**src/rtl/multdiv_sequencer.sv**
```systemverilog
// Sequences one multiply or divide request: latches the operands, launches the selected
// unit, waits for its ready (bounded by TIMEOUT) and returns a registered result.
// Optional MULTDIV_DIV0_SHORTCUT_EN: divide-by-zero completes without launching the divider.
module multdiv_sequencer #(
   parameter int WIDTH   = 32,
   parameter int TIMEOUT = 40
) (
   input  logic             clock,
   input  logic             reset,
   input  logic [WIDTH-1:0] data_operandA,
   input  logic [WIDTH-1:0] data_operandB,
   input  logic             ctrl_MULT,
   input  logic             ctrl_DIV,
   output logic [WIDTH-1:0] data_result,
   output logic             data_exception,
   output logic             data_resultRDY,
   output logic             busy,
   output logic             div_start,
   output logic [WIDTH-1:0] div_D,
   output logic [WIDTH-1:0] div_V,
   input  logic [WIDTH-1:0] div_quotient,
   input  logic             div_ready,
   input  logic             div_exception,
   output logic             mult_start,
   output logic [WIDTH-1:0] mult_A,
   output logic [WIDTH-1:0] mult_B,
   input  logic [WIDTH-1:0] mult_product,
   input  logic             mult_ready,
   input  logic             mult_overflow
);

   localparam int CW = $clog2(TIMEOUT + 1);

   typedef enum logic [1:0] {IDLE, LAUNCH, WAIT, DONE} state_t;

   state_t           state_q, state_d;
   logic             op_is_div_q, op_is_div_d;
   logic [WIDTH-1:0] a_q, a_d;
   logic [WIDTH-1:0] b_q, b_d;
   logic [CW-1:0]    cnt_q, cnt_d;
   logic [WIDTH-1:0] result_q, result_d;
   logic             exc_q, exc_d;
   logic             rdy_q, rdy_d;
   logic             busy_q, busy_d;
   logic             div_start_q, div_start_d;
   logic             mult_start_q, mult_start_d;
   logic             div_bad_s;

   assign div_bad_s = div_exception || (b_q == {WIDTH{1'b0}});

   // A new request always wins over the op in flight, so an abort needs no extra state.
   always_comb begin
      state_d     = state_q;
      op_is_div_d = op_is_div_q;
      a_d         = a_q;
      b_d         = b_q;
      cnt_d       = cnt_q;
      result_d    = result_q;
      exc_d       = exc_q;
      if (ctrl_DIV || ctrl_MULT) begin
         op_is_div_d = ctrl_DIV;
         a_d         = data_operandA;
         b_d         = data_operandB;
`ifdef MULTDIV_DIV0_SHORTCUT_EN
         if (ctrl_DIV && (data_operandB == {WIDTH{1'b0}})) begin
            state_d  = DONE;
            result_d = {WIDTH{1'b0}};
            exc_d    = 1'b1;
         end else begin
            state_d = LAUNCH;
         end
`else
         state_d = LAUNCH;
`endif
      end else begin
         case (state_q)
            LAUNCH: begin
               state_d = WAIT;
               cnt_d   = {CW{1'b0}};
            end
            WAIT: begin
               if (op_is_div_q && div_ready) begin
                  state_d  = DONE;
                  result_d = div_bad_s ? {WIDTH{1'b0}} : div_quotient;
                  exc_d    = div_bad_s;
               end else if (!op_is_div_q && mult_ready) begin
                  state_d  = DONE;
                  result_d = mult_product;
                  exc_d    = mult_overflow;
               end else if (cnt_q == CW'(TIMEOUT - 1)) begin
                  state_d  = DONE;
                  result_d = {WIDTH{1'b0}};
                  exc_d    = 1'b1;
               end else begin
                  cnt_d = cnt_q + {{(CW-1){1'b0}}, 1'b1};
               end
            end
            default: state_d = IDLE;
         endcase
      end
      rdy_d        = (state_d == DONE);
      busy_d       = (state_d == LAUNCH) || (state_d == WAIT);
      div_start_d  = (state_d == LAUNCH) && op_is_div_d;
      mult_start_d = (state_d == LAUNCH) && !op_is_div_d;
   end

   // State, operand latches and registered outputs.
   always_ff @(posedge clock or posedge reset) begin
      if (reset) begin
         state_q      <= IDLE;
         op_is_div_q  <= 1'b0;
         a_q          <= {WIDTH{1'b0}};
         b_q          <= {WIDTH{1'b0}};
         cnt_q        <= {CW{1'b0}};
         result_q     <= {WIDTH{1'b0}};
         exc_q        <= 1'b0;
         rdy_q        <= 1'b0;
         busy_q       <= 1'b0;
         div_start_q  <= 1'b0;
         mult_start_q <= 1'b0;
      end else begin
         state_q      <= state_d;
         op_is_div_q  <= op_is_div_d;
         a_q          <= a_d;
         b_q          <= b_d;
         cnt_q        <= cnt_d;
         result_q     <= result_d;
         exc_q        <= exc_d;
         rdy_q        <= rdy_d;
         busy_q       <= busy_d;
         div_start_q  <= div_start_d;
         mult_start_q <= mult_start_d;
      end
   end

   assign data_result    = result_q;
   assign data_exception = exc_q;
   assign data_resultRDY = rdy_q;
   assign busy           = busy_q;
   assign div_start      = div_start_q;
   assign mult_start     = mult_start_q;
   assign div_D          = a_q;
   assign div_V          = b_q;
   assign mult_A         = a_q;
   assign mult_B         = b_q;

endmodule
```
**config.mk**
```make
export PLATFORM = sky130hd
export DESIGN_NAME = multdiv_sequencer
export DESIGN_NICKNAME = d
export VERILOG_FILES = /design/src/rtl/multdiv_sequencer.sv
export SDC_FILE = /design/constraint.sdc
export NUM_CORES = 1
export LEC_CHECK = 0
export ABC_AREA = 1
export BUFFER_PORTS_ARGS = -buffer_cell sky130_fd_sc_hd__buf_4
export CORE_UTILIZATION = 41
export CTS_CLUSTER_SIZE = 10
export DETAILED_ROUTE_END_ITERATION = 12
export PLACE_DENSITY = 0.77
export SYNTH_ARGS = -nofsm -noshare
export SYNTH_HDL_FRONTEND = slang
export SYNTH_SLANG_ARGS = --single-unit
```
**constraint.sdc**
```tcl
create_clock -name clock -period 3.9 [get_ports clock]
set_input_delay 0.78 -clock clock [delete_from_list [all_inputs] [get_ports clock]]
set_output_delay 0.78 -clock clock [all_outputs]
set_load 0.02 [all_outputs]
```
==> qor.yml <==
outcome:
  status: "finished, final reports clean"
critical_path:
  crit_type: "in -> reg"
  crit_arrival_ps: 2550
  critPathCaptureType: "register"
  cp_max_fo: 81
  cp-start-kind: "input port"
  critPathLaunch: "ctrl_MULT"
  crit-reg2reg-launch: "cnt_q[0]"
  crit_required_ps: 4130
  rr_worst_depth: 10
worst_hold_path:
  hold_class: "reg -> reg"
  min_from: "data_exception"
  hold_depth: 2
logic_synthesis:
  synth_edf_count: 0
  ys_types: 26
  synth_nets: 890
  yosys_warnings: 0
  seq_area_frac_synth_pct: 48.5
  synth_seq_cells: 110
  yosys_most_used_dff: "dfrtp_1"
  syn_area_sq_um: 5670
  async_flop_share_pct: 100
  syn_area_per_cell_sq_um: 7.57
  syn_inst: 750
sta:
  hold_violations: 0
  slew_violations: 0
  holdWs_ps: 503
  grt_setup_unrepaired: "false"
  min_period_ps: 2310
  worst-slew-pin-transition_ps: 1050
  min_period_over_period_pct: 59.4
  fmax_mhz: 432
  finClkSkew_ps: 8.19
  worst_slack_ps: 1590
  max_slew_margin_pct: 29.6
  fin_tns_setup_ps: 0
  setup_viol: 0
die:
  die-area_sq_um: 14300
  pin_count: 301
  row_count: 42
  initial_core_util_pct: 42.5
  core_sq_um: 13300
  die_h_microns: 120
  die_w_microns: 120
placed_design:
  dp.cells: 1140
  placement.cell_area_sq_um: 7580
  pre_cts_slack_ps: 1210
  portBuffers: 300
  place.gp.congestion: 0.855
  dp_hpwl_microns: 11400
route:
  drt_iter0_markers: 282
  drc: 0
  routed_via_density: 4.46
  wire_per_inst_microns: 13.5
  ant_nets: 0
  drtPass1Iterations: 4
  num_vias: 5150
  drt_wl_total_microns: 15600
final_layout:
  final_cell_area_sq_um: 7890
  synthToLayoutAreaGrowth_pct: 39.1
  layout-drive-gt1-share_pct: 35.6
  n_antenna_cell: 0
  fin_cells: 1156
  nFillCells: 1205
  nets: 1115
clock_network:
  htree_levels: 3
  cts_buffer_depth: 2
  clock_latency_ps: 350
  cts_resized: 0
  cts_tree: "built"
  cts_sinks: 110
  numCtsBuffers: 9
  cts.root.buffer_cell: "clkbuf_16"
  postCtsSetupBuffers: 0
  holdBufCountCts: 0
  path_clk_slew_ps: 70
power_and_ir_drop:
  vdd_drop_max_uv: 327
  p_per_area_nw_per_um2: 407
  p_leak_nw: 4.69
grt:
  gr-total-overflow: 0
  grt_pass1_wl_microns: 23800
  grt_pass1_vias: 4719
  antenna_found_initial: 0
  track_usage_pct: 21.4
  grt_max_degree: 82
run:
  cap_violations: 0
## area by class of cell
class                      instances  area, sq um  area share (%)
clock buffer                      11          233            2.95
clock inverter                     5         81.3            1.03
inverter                         128          483            6.12
multi-input combinational        419         1820            23.0
sequential                       110         2750            34.9
tap                              176          220            2.79
timing repair buffer             307         2300            29.2
## cell usage after synthesis (all sizes together) (3+ instances only)
master  count  area [sq um]
a21oi      35           224
buf        75           557
clkbuf     18          67.6
dfrtp     110          2750
ha          4          50.1
inv       127           477
nand2     224           843
nand3      35           180
nand4       3          18.8
nor2       90           345
o21ai      21           105
xor2        3          26.3
## power breakdown
part           switching, W  internal, W
Clock              0.000416     0.000565
Sequential        0.0000980      0.00126
Combinational      0.000490     0.000388
## per-layer routing
metal	share of wire (%)	vias up	track usage (%)
met5	0	-	0
met4	1.4	0	6.33
li1	-	2600	-
met2	52	173	36.7
met1	41	2361	26.0
met3	5.7	16	5.94
## state kept, by name, indices dropped and copies added, names as in the netlist
name	cells
data_exception	1
op_is_div_q	1
cnt_q	6
data_result	32
data_resultRDY	1
state_q	2
div_start	1
mult_start	1
busy	1
div_V	32
div_D	32
## metrics by stage
stage                     power, W  utilization [%]
final                      0.00322             59.1
after global routing       0.00337             59.1
after CTS                  0.00325             59.1
after detailed placement   0.00226             56.8
after global placement     0.00225             56.8
after floorplan            0.00188                -
## worst max-delay path, stage by stage
cell and delay (ps):
buf_4 130, nor2_4 370, inv_2 40, buf_4 350, or2_1 380, a21oi_4 260
inv_2 90, nand2_1 70, o21ai_1 70
## kinds of logic after synthesis
| family | after synthesis | share of synthesized area (%) |
|---|---|---|
| buffers and inverters | 221 | 19.5 |
| adders and majority gates | 4 | 0.882 |
| AOI/OAI and AO/OA | 56 | 5.80 |
| xor gates and xnor gates | 3 | 0.463 |
| and+or+nand+nor | 356 | 24.9 |
| DFF | 110 | 48.5 |
## layout by cell type (no fill, tap or decap), types with 2 or more instances in the layout
cell type	instances
nand4_1	3
inv_1	114
inv_2	12
xor2_1	3
clkbuf_1	2
o21ai_0	18
ha_1	4
a21oi_2	10
and2_1	2
nand2_1	223
clkbuf_16	9
nand3_1	34
nor2_1	88
dfrtp_1	110
buf_4	307
bufinv_16	2
o21ai_1	3
a21oi_1	24
## final timing paths
kind / to / slack [ps]
setup / recovery: cnt_q[0] / 1590
hold / removal: data_exception / 500
setup reg to reg: data_result[8] / 1740
hold reg to reg: data_exception / 500
max in group asynchronous: div_V[8] / 2310
min in group asynchronous: data_result[5] / 630
Note: power is estimated with default switching activity, not from simulation.
